==> src/rtl/io_pkg.sv <==
// Shared constants for the CPU I/O responder: port addresses, STATUS bit
// positions, CTRL bit positions and the STATUS word packer.
package io_pkg;

  localparam logic [1:0] ADDR_TXDATA = 2'd0;
  localparam logic [1:0] ADDR_RXDATA = 2'd1;
  localparam logic [1:0] ADDR_STATUS = 2'd2;
  localparam logic [1:0] ADDR_CTRL   = 2'd3;

  localparam int ST_FULL  = 0;
  localparam int ST_EMPTY = 1;
  localparam int ST_RXV   = 2;
  localparam int ST_DROP  = 3;
  localparam int ST_UNDER = 4;

  localparam int CT_CLRDROP  = 0;
  localparam int CT_CLRUNDER = 1;
  localparam int CT_FLUSH    = 2;

  // The upper three STATUS bits always read as zero.
  function automatic logic [7:0] pack_status(
    input logic full,
    input logic empty,
    input logic rx_valid,
    input logic tx_drop,
    input logic rx_underrun
  );
    logic [7:0] s;
    s           = '0;
    s[ST_FULL]  = full;
    s[ST_EMPTY] = empty;
    s[ST_RXV]   = rx_valid;
    s[ST_DROP]  = tx_drop;
    s[ST_UNDER] = rx_underrun;
    return s;
  endfunction

endpackage

==> src/rtl/io_tx_fifo.sv <==
// Transmit FIFO. A push into a full FIFO is ignored here; the caller flags
// the drop. Flush empties the FIFO and overrides any push or pop in that cycle.
module io_tx_fifo #(
  parameter int DEPTH = 4,
  parameter int AW    = 2
) (
  input  logic          clk,
  input  logic          reset,
  input  logic          push,
  input  logic          pop,
  input  logic          flush,
  input  logic [7:0]    din,
  output logic [7:0]    dout,
  output logic [AW:0]   count,
  output logic          full,
  output logic          empty
);

  localparam logic [AW:0] FULL_COUNT = (AW+1)'(DEPTH);

  logic [7:0]    mem [DEPTH];
  logic [AW-1:0] wptr;
  logic [AW-1:0] rptr;
  logic          do_push;
  logic          do_pop;

  assign full    = (count == FULL_COUNT);
  assign empty   = (count == '0);
  assign do_push = push && !full && !flush;
  assign do_pop  = pop && !empty && !flush;

  // NOTE: the storage array has no reset; the pointers and count alone define
  // which entries are valid, so the stale contents are never observed.
  always_ff @(posedge clk) begin
    if (do_push) mem[wptr] <= din;
  end

  // NOTE: state is assigned with <= so every register sees pre-edge values,
  // which is what makes a same-edge push and pop see the old count.
  always_ff @(posedge clk or posedge reset) begin
    if (reset) begin
      wptr  <= '0;
      rptr  <= '0;
      count <= '0;
    end else if (flush) begin
      wptr  <= '0;
      rptr  <= '0;
      count <= '0;
    end else begin
      if (do_push) wptr <= wptr + 1'b1;
      if (do_pop)  rptr <= rptr + 1'b1;
      case ({do_push, do_pop})
        2'b10:   count <= count + 1'b1;
        2'b01:   count <= count - 1'b1;
        default: count <= count;
      endcase
    end
  end

  // Pointers are AW bits wide, so the increments wrap modulo DEPTH.
  assign dout = mem[rptr];

endmodule

==> src/rtl/io_port_responder.sv <==
// CPU-side I/O responder: TX FIFO toward an external consumer, a one-entry RX
// holding register from an external producer, sticky error flags, and read mux.
module io_port_responder
  import io_pkg::*;
#(
  parameter int DEPTH = 4,
  parameter int AW    = 2
) (
  input  logic       clk,
  input  logic       reset,
  input  logic       io_we,
  input  logic       io_re,
  input  logic [1:0] io_addr,
  input  logic [7:0] io_wd,
  output logic [7:0] io_rd,
  output logic       out_valid,
  output logic [7:0] out_data,
  input  logic       out_ready,
  input  logic       in_valid,
  input  logic [7:0] in_data,
  output logic       in_ready
);

  logic [AW:0] tx_count;
  logic        tx_full;
  logic        tx_empty;
  logic        tx_write;
  logic        ctrl_write;
  logic        tx_pop;
  logic        tx_flush;
  logic        rx_read;
  logic        rx_capture;

  logic        rx_valid;
  logic [7:0]  rx_data;
  logic        tx_drop;
  logic        rx_underrun;

  assign tx_write   = io_we && (io_addr == ADDR_TXDATA);
  assign ctrl_write = io_we && (io_addr == ADDR_CTRL);
  assign tx_flush   = ctrl_write && io_wd[CT_FLUSH];
  assign tx_pop     = out_valid && out_ready;
  assign rx_read    = io_re && (io_addr == ADDR_RXDATA);
  assign in_ready   = !rx_valid;
  assign rx_capture = in_valid && in_ready;
  assign out_valid  = (tx_count != '0);

  io_tx_fifo #(
    .DEPTH (DEPTH),
    .AW    (AW)
  ) u_tx_fifo (
    .clk   (clk),
    .reset (reset),
    .push  (tx_write),
    .pop   (tx_pop),
    .flush (tx_flush),
    .din   (io_wd),
    .dout  (out_data),
    .count (tx_count),
    .full  (tx_full),
    .empty (tx_empty)
  );

  // Capture and read-clear never coincide: capture needs rx_valid=0, clear needs 1.
  always_ff @(posedge clk or posedge reset) begin
    if (reset) begin
      rx_valid <= 1'b0;
    end else if (rx_capture) begin
      rx_valid <= 1'b1;
    end else if (rx_read) begin
      rx_valid <= 1'b0;
    end
  end

  always_ff @(posedge clk) begin
    if (rx_capture) rx_data <= in_data;
  end

  // Set and clear of one flag need different addresses, so they never collide.
  always_ff @(posedge clk or posedge reset) begin
    if (reset) begin
      tx_drop     <= 1'b0;
      rx_underrun <= 1'b0;
    end else begin
      if (tx_write && tx_full)
        tx_drop <= 1'b1;
      else if (ctrl_write && io_wd[CT_CLRDROP])
        tx_drop <= 1'b0;

      if (rx_read && !rx_valid)
        rx_underrun <= 1'b1;
      else if (ctrl_write && io_wd[CT_CLRUNDER])
        rx_underrun <= 1'b0;
    end
  end

  // NOTE: io_rd gets a default before the case so no path leaves it
  // unassigned, which would otherwise infer a latch.
  always_comb begin
    io_rd = '0;
    case (io_addr)
      ADDR_RXDATA: io_rd = rx_valid ? rx_data : 8'h00;
      ADDR_STATUS: io_rd = pack_status(tx_full, tx_empty, rx_valid, tx_drop, rx_underrun);
      default:     io_rd = '0;
    endcase
  end

endmodule

==> config.mk <==
export PLATFORM = sky130hd
export DESIGN_NAME = io_port_responder
export DESIGN_NICKNAME = d
export VERILOG_FILES = /design/src/rtl/io_pkg.sv /design/src/rtl/io_tx_fifo.sv /design/src/rtl/io_port_responder.sv
export SDC_FILE = /design/constraint.sdc
export NUM_CORES = 1
export LEC_CHECK = 0
export BUFFER_PORTS_ARGS = -buffer_cell sky130_fd_sc_hd__buf_2
export CORE_AREA = 3 3 93 77
export DETAILED_ROUTE_END_ITERATION = 6
export DIE_AREA = 0 0 96 80
export GPL_ROUTABILITY_DRIVEN = 0
export MAX_ROUTING_LAYER = met4
export SYNTH_ARGS = -nofsm -noshare
export SYNTH_HDL_FRONTEND = slang
export SYNTH_SLANG_ARGS = --single-unit
==> constraint.sdc <==
create_clock -name clk -period 4.9 [get_ports clk]
set_input_delay 0.735 -clock clk [delete_from_list [all_inputs] [get_ports clk]]
set_output_delay 0.735 -clock clk [all_outputs]
set_load 0.005 [all_outputs]
==> results of run 1 <==
==> layer usage <==
layer  vias to the layer above  share of wire  track usage
met3                         3          0.062       0.0339
met4                         0         0.0079       0.0298
met1                       596           0.48        0.159
met2                        38           0.45        0.167
li1                        605              -            -
met5                         -              0            -
==> cell type report <==
cell class	instances	area share
tap	84	0.0404
multi-input combinational	77	0.267
sequential	50	0.558
clock buffer	5	0.0265
clock inverter	3	0.0188
timing repair buffer	41	0.0790
inverter	7	0.0101
==> cells by family (layout without fill, tap and decap cells) <==
group,after synthesis,after routing,share of synthesized area
flops,50,50,0.665
simple gates,40,40,0.109
compound gates,14,14,0.0458
mux,10,10,0.0917
buf+inv,10,56,0.0178
fa+ha+maj,9,9,0.0550
xor+xnor,4,4,0.0160
==> power groups by stage <==
| stage | clock, mW | combinational, mW | sequential [mW] |
|---|---|---|---|
| 2_1_floorplan | 0 | 0.250 | 0.572 |
| 3_3_place_gp | 0 | 0.306 | 0.627 |
| 3_5_place_dp | 0 | 0.308 | 0.626 |
| 4_1_cts | 0.310 | 0.308 | 0.617 |
| 5_1_grt | 0.327 | 0.347 | 0.632 |
| 6_report | 0.301 | 0.303 | 0.615 |
==> Yosys cell counts <==
master     n
dfrtp_1   10
nor3_1     3
buf_1      2
o31a_2     1
xor2_1     1
o31ai_1    1
mux4_2     8
buf_2      1
or3b_1     1
nand2_1   10
and2_0     1
xnor2_1    3
ha_1       8
inv_1      7
nor2_1     4
nand3_1    3
o21ai_0    4
fa_1       1
a22oi_1    4
a21o_1     1
a311oi_2   1
a21oi_1    2
nor3b_2    1
nor2b_1    5
edfxtp_1  40
nand2b_1   1
mux2i_1    2
nor4b_2    1
and3_1     8
nor3b_4    1
nor2_2     1
==> worst min path at each step <==
stage / end / cells past startpoint
2_1_floorplan: rx_underrun$_DFFE_PP0P_ / 2
3_3_place_gp: rx_underrun$_DFFE_PP0P_ / 2
3_5_place_dp: tx_drop$_DFFE_PP0P_ / 2
4_1_cts: u_tx_fifo.rptr[1]$_DFFE_PP0P_ / 2
5_1_grt: rx_underrun$_DFFE_PP0P_ / 2
6_report: rx_underrun$_DFFE_PP0P_ / 2
==> worst max-delay path: cells and delay by family <==
kind | cells | cell delay [ps]
AO/OA/AOI/OAI | 1 | 110
adder cells (fa/ha/maj) | 1 | 190
buffers and inverters | 3 | 310
AND/OR/NAND/NOR | 2 | 450
==> registers in the layout (all words and copies together) (netlist names) <==
register,flops
u_tx_fifo.mem,32
rx_data,8
u_tx_fifo.count,3
u_tx_fifo.rptr,2
u_tx_fifo.wptr,2
rx_underrun,1
rx_valid,1
tx_drop,1
==> run_results.csv, run 1 <==
group,metric,value,unit
cts,hold_buffers,0,
pwr,leakagePower,1.03,nW
cts,cts_inserted_buffers,5,
synth,synth_top_area_share,0.550,
worst_setup_path,critPathSlowestCell,"and2_0",
finish,n_antenna_cell,0,
pwr,pwr_density_cell,469,nW/µm²
route,post_drt_via_cell_ratio,4.65,
route,vias,1242,
finish,stdcell_count,267,
cts,path_clk_slew,100,ps
synth,avgSynthCellArea,15.9,µm²
pwr,power,1.22,mW
sta,hold_viol,0,
sta,timing.final.ws_setup,2360,ps
global_routing,grt_usage,0.115,
worst_setup_path,rrSetupSlack,2850,ps
pwr,p_int,853,µW
finish,nNetsFinal,215,
finish,mostFrequentLayoutCell,"buf_2",
pwr,peakVddDrop,0.205,mV
pwr,p_sw,367,µW
placement,dp.cells,259,
worst_setup_path,critPathLaunch,"io_addr[1]",
cts,cts_root_buf,"clkbuf_8",
sta,clock.fmax,394,MHz
synth,seq_area_frac_synth,0.665,
synth,ys_types,31,
cts,clockBufferDepth,2,
route,postRouteAntennaNets,0,
finish,fin_area,2600,µm²
finish,final_cell_mix,"41 x buf_2, 40 x edfxtp_1, 10 x nand2_1, 10 x dfrtp_1",
pwr,p_seq_frac,0.504,
sta,clock_skew,2.27,ps
worst_setup_path,critPathArrivalTime,1800,ps
sta,maxSlewViolCount,0,
global_routing,overflow,0,
global_routing,grt_antenna_before_repair,0,
flow_run,cap_violations,0,
route,wirelength,4040,µm
worst_setup_path,crit_end,"io_rd[0]",
worst_setup_path,path_class,"input port to output port",
synth,synthCells,137,
finish,ff_latch_area,1450,µm²
sta,period_needed,2540,ps
die,die-width,96,µm
finish,syn_to_final_growth,19.0,%
worst_setup_path,crit_path_end_kind,"output port",
die,dieArea,7680,µm²
placement,io_buffers,41,
pwr,p_clk_frac,0.247,
finish,drive_gt1_frac,0.344,
finish,multi_input_area,693,µm²
sta,fin_tns_setup,0,ps
cts,ctsResizeCount,0,
cts,clk_latency,300,ps
global_routing,grt_pass1_wl,6430,µm
cts,cts_num_sinks,50,
synth,netlist_area,2180,µm²
synth,synth_area_leaders,"edfxtp_1 55%, dfrtp_1 11%, mux4_2 8.3%",
run_status,status,"finished, final reports clean",
sta,fin_crit_sh,0.518,
worst_hold_path,hp-class,"input port to asynchronous set/reset pin",
synth,yosysWarnings,0,
worst_setup_path,r2r-start,"u_tx_fifo.count[2]$_DFFE_PP0P_",
die,initial_core_util,0.344,
worst_setup_path,max_stage_delay,310,ps
worst_setup_path,start_kind,"input port",
die,core,6340,µm²
die,die_y,80,µm
sta,max_slew_margin,0.494,
sta,timing.hold.ws,399,ps
route,wire_per_inst,15.1,µm
global_routing,grt_pass1_vias,1291,
finish,fillCellCount,600,
pwr,swShare,0.301,
die,fp-row-count,26,
route,drtIter0Drc,44,
cts,htreeDepth,2,
placement,dpl-instance-area,2480,µm²
worst_setup_path,crit_top_cell,"buf_2",
sta,rsz0062_at_grt,"false",
synth,ys_ff_latch,50,
cts,post_cts_buffers,0,
worst_setup_path,critical_path_required,4160,ps
placement,place_ws,2240,ps
placement,dpl.hpwl,2930,µm
pwr,comb_power_share,0.249,
route,dr.pass1.iters,4,
die,ios,42,
worst_setup_path,cp_cell_sequence,"buf_2, inv_1, ha_1, and2_0, a22oi_1, nor2b_1, buf_2",
finish,final_util,0.410,
worst_setup_path,r2r_end,"u_tx_fifo.count[2]$_DFFE_PP0P_",
synth,synth_top_cell_by_area,"edfxtp_1",
synth,syn-num-nets,170,
route,drcViolationCount,0,
sta,setup_viol,0,
worst_setup_path,path_max_fanout,6,
cts,cts_tree,"done",
sta,worst_slew_pin_slew,758,ps
global_routing,grt_max_degree,18,
worst_setup_path,reg2regPathDepth,7,
No activity file was read; power rests on OpenSTA's default activity.
==> inputs of run 2 (changes only) <==
- clock period: 4.9 -> 2.1 ns (I/O delays scaled with it)
==> run 2 against run 1 <==
  * First-iteration DRC count rose by 16%
  * Via count rose by 2.6%
  * Sequential cell count unchanged
  * Global-route usage down 0.15 points
  * Clock skew rose by 1.2 ps
  * Critical path depth down 1
  * Cell count up 3.7%
  * Cell area up 2.7%
  * Worst setup slack worse by 2200 ps
  * Total power rose by 140%
  * Clock power grew 120%
  * Register-to-register slack got worse by 2700 ps
  * Critical endpoint is now u_tx_fifo.count[2]$_DFFE_PP0P_
  * Largest cell class unchanged
  * Highest routed layer unchanged
==> run_results.csv, run 2 (same netlist as run 1, synthesis figures left out) <==
group,metric,value,unit
run_status,status,"finished, final reports clean",
cts,htreeDepth,2,
global_routing,grt_antenna_before_repair,0,
worst_setup_path,r2r-start,"u_tx_fifo.count[1]$_DFFE_PP0P_",
placement,dpl-instance-area,2530,µm²
sta,max_slew_margin,0.711,
route,wirelength,3970,µm
finish,multi_input_area,693,µm²
cts,clk_latency,300,ps
global_routing,grt_usage,0.114,
global_routing,overflow,0,
finish,largest_reg_flops,32,
die,die_y,80,µm
placement,dpl.hpwl,2910,µm
route,wire_per_inst,14.3,µm
worst_setup_path,start_kind,"register",
worst_setup_path,max_stage_delay,480,ps
cts,clockBufferDepth,2,
finish,ff_latch_area,1450,µm²
pwr,peakVddDrop,0.387,mV
pwr,pwr_density_cell,1080,nW/µm²
route,drtIter0Drc,51,
finish,stdcell_count,277,
cts,cts_inserted_buffers,5,
sta,period_needed,1970,ps
sta,fin_tns_setup,0,ps
route,postRouteAntennaNets,0,
cts,cts_num_sinks,50,
worst_setup_path,crit_path_end_kind,"register",
worst_setup_path,rrSetupSlack,130,ps
sta,hold_viol,0,
cts,cts_tree,"done",
worst_setup_path,critPathSlowestCell,"dfrtp_1",
route,vias,1274,
global_routing,grt_pass1_wl,6300,µm
finish,mostFrequentLayoutCell,"buf_2",
die,dieArea,7680,µm²
sta,clock_skew,3.49,ps
die,core,6340,µm²
worst_hold_path,hp-class,"input port to register",
finish,fin_area,2670,µm²
placement,io_buffers,41,
global_routing,grt_pass1_vias,1304,
worst_setup_path,path_max_fanout,7,
worst_setup_path,critical_path_required,2290,ps
cts,path_clk_slew,90,ps
die,initial_core_util,0.344,
sta,fin_crit_sh,0.936,
sta,setup_viol,0,
worst_setup_path,critPathArrivalTime,2150,ps
finish,regMostFlops,"u_tx_fifo.mem",
global_routing,grt_max_degree,17,
die,ios,42,
finish,reg_top3,"u_tx_fifo.mem (32), rx_data (8), u_tx_fifo.count (3)",
worst_setup_path,reg2regPathDepth,6,
finish,n_antenna_cell,0,
finish,fillCellCount,591,
worst_setup_path,cp_cell_sequence,"o31ai_1, nor3_1, fa_1, a311oi_2, o21ai_0, nor3b_2",
route,drcViolationCount,0,
worst_hold_path,hp-start,"in_data[6]",
route,dr.pass1.iters,4,
worst_setup_path,path_class,"register to register",
flow_run,cap_violations,0,
worst_hold_path,min_to,"rx_data[6]$_DFFE_PP_",
finish,drive_gt1_frac,0.368,
cts,cts_root_buf,"clkbuf_8",
finish,syn_to_final_growth,22.3,%
pwr,leakagePower,1.08,nW
die,die-width,96,µm
sta,worst_slew_pin_slew,432,ps
sta,maxSlewViolCount,0,
placement,dp.cells,265,
finish,final_cell_mix,"41 x buf_2, 40 x edfxtp_1, 10 x nand2_1, 10 x dfrtp_1, 9 x buf_4",
worst_setup_path,r2r_end,"u_tx_fifo.count[2]$_DFFE_PP0P_",
finish,nNetsFinal,225,
route,post_drt_via_cell_ratio,4.60,
die,fp-row-count,26,
worst_hold_path,holdPathStages,1,
sta,clock.fmax,509,MHz
==> run 2: changes by cell type in the layout (fill, tap and decap cells not counted) <==
cell and delta:
clkinvlp_4 -1, dlygate4sd3_1 +1, buf_4 +9, inv_8 -1, inv_6 +1, clkinv_1 +1
==> run 2: power by group <==
| part | total (mW) | switching (mW) | internal [mW] |
|---|---|---|---|
| Clock | 0.672 | 0.316 | 0.355 |
| Combinational | 0.824 | 0.359 | 0.465 |
| Sequential | 1.38 | 0.160 | 1.22 |
| Total | 2.87 | 0.836 | 2.04 |
==> run 2: layout make-up <==
class / instances / area share
multi-input cells: 77 / 0.260
clock buffers: 5 / 0.0258
well taps: 84 / 0.0394
clock inverters: 3 / 0.0159
inverters: 7 / 0.00984
flip-flops and latches: 50 / 0.544
repair buffers: 51 / 0.106
==> run 2: repair_timing <==
item,in CTS,in global routing
resized for setup,0,0
endpoints found under the hold margin,4,0
hold buffers,1,0
setup buffers,0,3
endpoints found under the setup margin,0,1
==> run 2: worst max-delay path by stage <==
stage,startpoint,endpoint,slack (ps),cells past startpoint
detailed placement,io_addr[0],u_tx_fifo.count[2]$_DFFE_PP0P_,70,10
global route,u_tx_fifo.count[1]$_DFFE_PP0P_,u_tx_fifo.count[2]$_DFFE_PP0P_,-10,6
finish,u_tx_fifo.count[1]$_DFFE_PP0P_,u_tx_fifo.count[2]$_DFFE_PP0P_,130,6
global placement,io_addr[0],u_tx_fifo.count[2]$_DFFE_PP0P_,130,10
CTS,u_tx_fifo.count[1]$_DFFE_PP0P_,u_tx_fifo.count[2]$_DFFE_PP0P_,120,6
floorplan,io_addr[0],u_tx_fifo.count[2]$_DFFE_PP0P_,200,9
==> run 2: per-stage QoR <==
step	setup slack, ps	power [mW]	utilization	hold slack [ps]
2_1_floorplan	195	1.92	-	155
3_3_place_gp	128	2.19	0.398	326
4_1_cts	124	2.87	0.417	174
3_5_place_dp	67.8	2.20	0.398	322
5_1_grt	-13.8	3.08	0.421	166
6_report	134	2.87	0.421	186
==> run 2: metal layers <==
layer  up-vias  track usage  part of all wire
met5         -            -                 0
met4         0       0.0256            0.0028
met3         2       0.0320             0.049
met2        35        0.181              0.48
met1       611        0.145              0.47
li1        626            -                 -
==> run 2: worst max-delay path: cells and delay by family, from the launching register on <==
family,cells,cell delay [ps]
adders and majority gates,1,400
AOI/OAI and AO/OA,3,700
and+or+nand+nor,2,280
DFF,1,480
==> inputs of run 3 (changes only) <==
- clock period: 2.1 -> 2 ns (I/O delays scaled with it)
==> run 3 against run 2 <==
  * Via count is 2.0% higher
  * Count of clock-buffer cells in the layout stayed put
  * Total power is 8.3% higher
  * Cell count is 2.2% higher
  * Clock power is 5.8% higher
  * Hold slack worse by 29 ps
  * Sequential power is 6% higher
  * Largest cell class unchanged
  * Largest power group unchanged
==> run_results.csv, run 3 (same netlist as run 1, synthesis figures left out) <==
group,metric,value,unit
run_status,status,"finished, final reports clean",
die,core,6340,µm²
global_routing,grt_pass1_vias,1323,
worst_hold_path,hp-class,"input port to register",
route,postRouteAntennaNets,0,
die,die_y,80,µm
pwr,peakVddDrop,0.436,mV
route,drtIter0Drc,45,
placement,io_buffers,41,
die,ios,42,
finish,drive_gt1_frac,0.402,
cts,cts_root_buf,"clkbuf_8",
finish,final_util,0.433,
cts,cts_num_sinks,50,
placement,dpl.hpwl,3030,µm
route,wirelength,4080,µm
die,initial_core_util,0.344,
global_routing,grt_antenna_before_repair,0,
finish,syn_to_final_growth,25.8,%
worst_setup_path,cp.buffers_inverters,2,
pwr,pwr_density_cell,1130,nW/µm²
finish,reg_top3,"u_tx_fifo.mem (32), rx_data (8), u_tx_fifo.count (3)",
die,dieArea,7680,µm²
sta,timing.hold.ws,157,ps
cts,clockBufferDepth,2,
route,dr.pass1.iters,4,
worst_setup_path,path_class,"register to output port",
worst_hold_path,holdPathStages,1,
worst_setup_path,critical_path_required,1700,ps
worst_setup_path,reg2regPathDepth,7,
sta,maxSlewViolCount,0,
worst_setup_path,r2r_end,"u_tx_fifo.count[2]$_DFFE_PP0P_",
route,wire_per_inst,14.4,µm
worst_setup_path,start_kind,"register",
worst_hold_path,hp-start,"in_data[2]",
sta,setup_viol,0,
finish,fillCellCount,602,
sta,clock_skew,7.98,ps
pwr,leakagePower,1.11,nW
global_routing,grt_usage,0.119,
worst_setup_path,path_max_fanout,4,
worst_setup_path,critPathArrivalTime,1620,ps
cts,post_cts_buffers,0,
global_routing,grt_max_degree,17,
finish,largest_reg_flops,32,
finish,final_cell_mix,"41 x buf_2, 40 x edfxtp_1, 14 x buf_4",
finish,mostFrequentLayoutCell,"buf_2",
sta,worst_slew_pin_slew,446,ps
cts,path_clk_slew,90,ps
worst_setup_path,crit_path_end_kind,"output port",
worst_setup_path,critPathLaunch,"u_tx_fifo.count[1]$_DFFE_PP0P_",
route,drcViolationCount,0,
flow_run,cap_violations,0,
worst_setup_path,critPathTopFamily,"flip-flops",
global_routing,grt_pass1_wl,6530,µm
worst_setup_path,rrSetupSlack,140,ps
finish,n_antenna_cell,0,
worst_setup_path,max_stage_delay,480,ps
sta,clock.fmax,522,MHz
finish,nNetsFinal,231,
die,die-width,96,µm
cts,clk_latency,310,ps
route,post_drt_via_cell_ratio,4.59,
worst_setup_path,cp_cell_sequence,"buf_4, nor3_1, a22oi_1, nor2b_1, buf_2",
worst_setup_path,crit_end,"io_rd[1]",
route,vias,1299,
cts,htreeDepth,2,
cts,cts_inserted_buffers,5,
worst_setup_path,path_depth,5,
worst_setup_path,r2r-start,"u_tx_fifo.count[2]$_DFFE_PP0P_",
finish,regMostFlops,"u_tx_fifo.mem",
global_routing,overflow,0,
sta,hold_viol,0,
sta,max_slew_margin,0.703,
die,fp-row-count,26,
sta,fin_crit_sh,0.958,
cts,cts_tree,"done",
sta,period_needed,1920,ps
worst_setup_path,critPathSlowestCell,"dfrtp_1",
[run 3: changes by cell type in the layout (fill, tap and decap cells not counted), sizes merged]
cell | previous run | this run
buf | 50 | 56
[run 3: area by class of cell]
class	instances	area (µm²)	share of cell area
inverter	7	26.3	0.00956
clock buffer	5	68.8	0.0250
tap	84	105	0.0383
sequential	50	1450	0.529
clock inverter	3	42.5	0.0155
multi-input combinational	77	712	0.259
timing repair buffer	57	340	0.124
[run 3: metal layers]
layer,GRT usage,share of wire
met5,-,0
met4,0.0384,0.013
met3,0.0292,0.055
met2,0.183,0.47
met1,0.153,0.46
[run 3: how the worst min path moves through the flow]
stage,slack [ps],to
floorplan,140,rx_underrun$_DFFE_PP0P_
global placement,310,rx_valid$_DFFE_PP0P_
detailed placement,320,rx_valid$_DFFE_PP0P_
CTS,150,rx_data[2]$_DFFE_PP_
global route,150,rx_data[4]$_DFFE_PP_
finish,160,rx_data[2]$_DFFE_PP_
[run 3: per-stage QoR]
stage	area, µm²	std cells	setup TNS (ps)	worst slack (ps)	power [mW]
after detailed placement	2610	274	-5.92	-5.92	2.41
after CTS	2730	283	0	21.0	3.12
after floorplan	2180	137	0	110	2.01
after global placement	2610	274	0	94.5	2.40
final	2750	283	0	83.8	3.11
after global routing	2750	283	-1.45	-0.971	3.30
[run 3: power by group]
part           switching, mW  leakage, nW  internal, mW
combinational          0.402        0.575         0.537
sequential             0.182        0.483          1.28
clock                  0.338       0.0562         0.373
[run 3: what timing repair did]
action | in CTS | in global routing
endpoints found under the setup margin | 0 | 1
endpoints found under the hold margin | 10 | 0
gates resized for setup | 0 | 4
hold buffers | 1 | 0
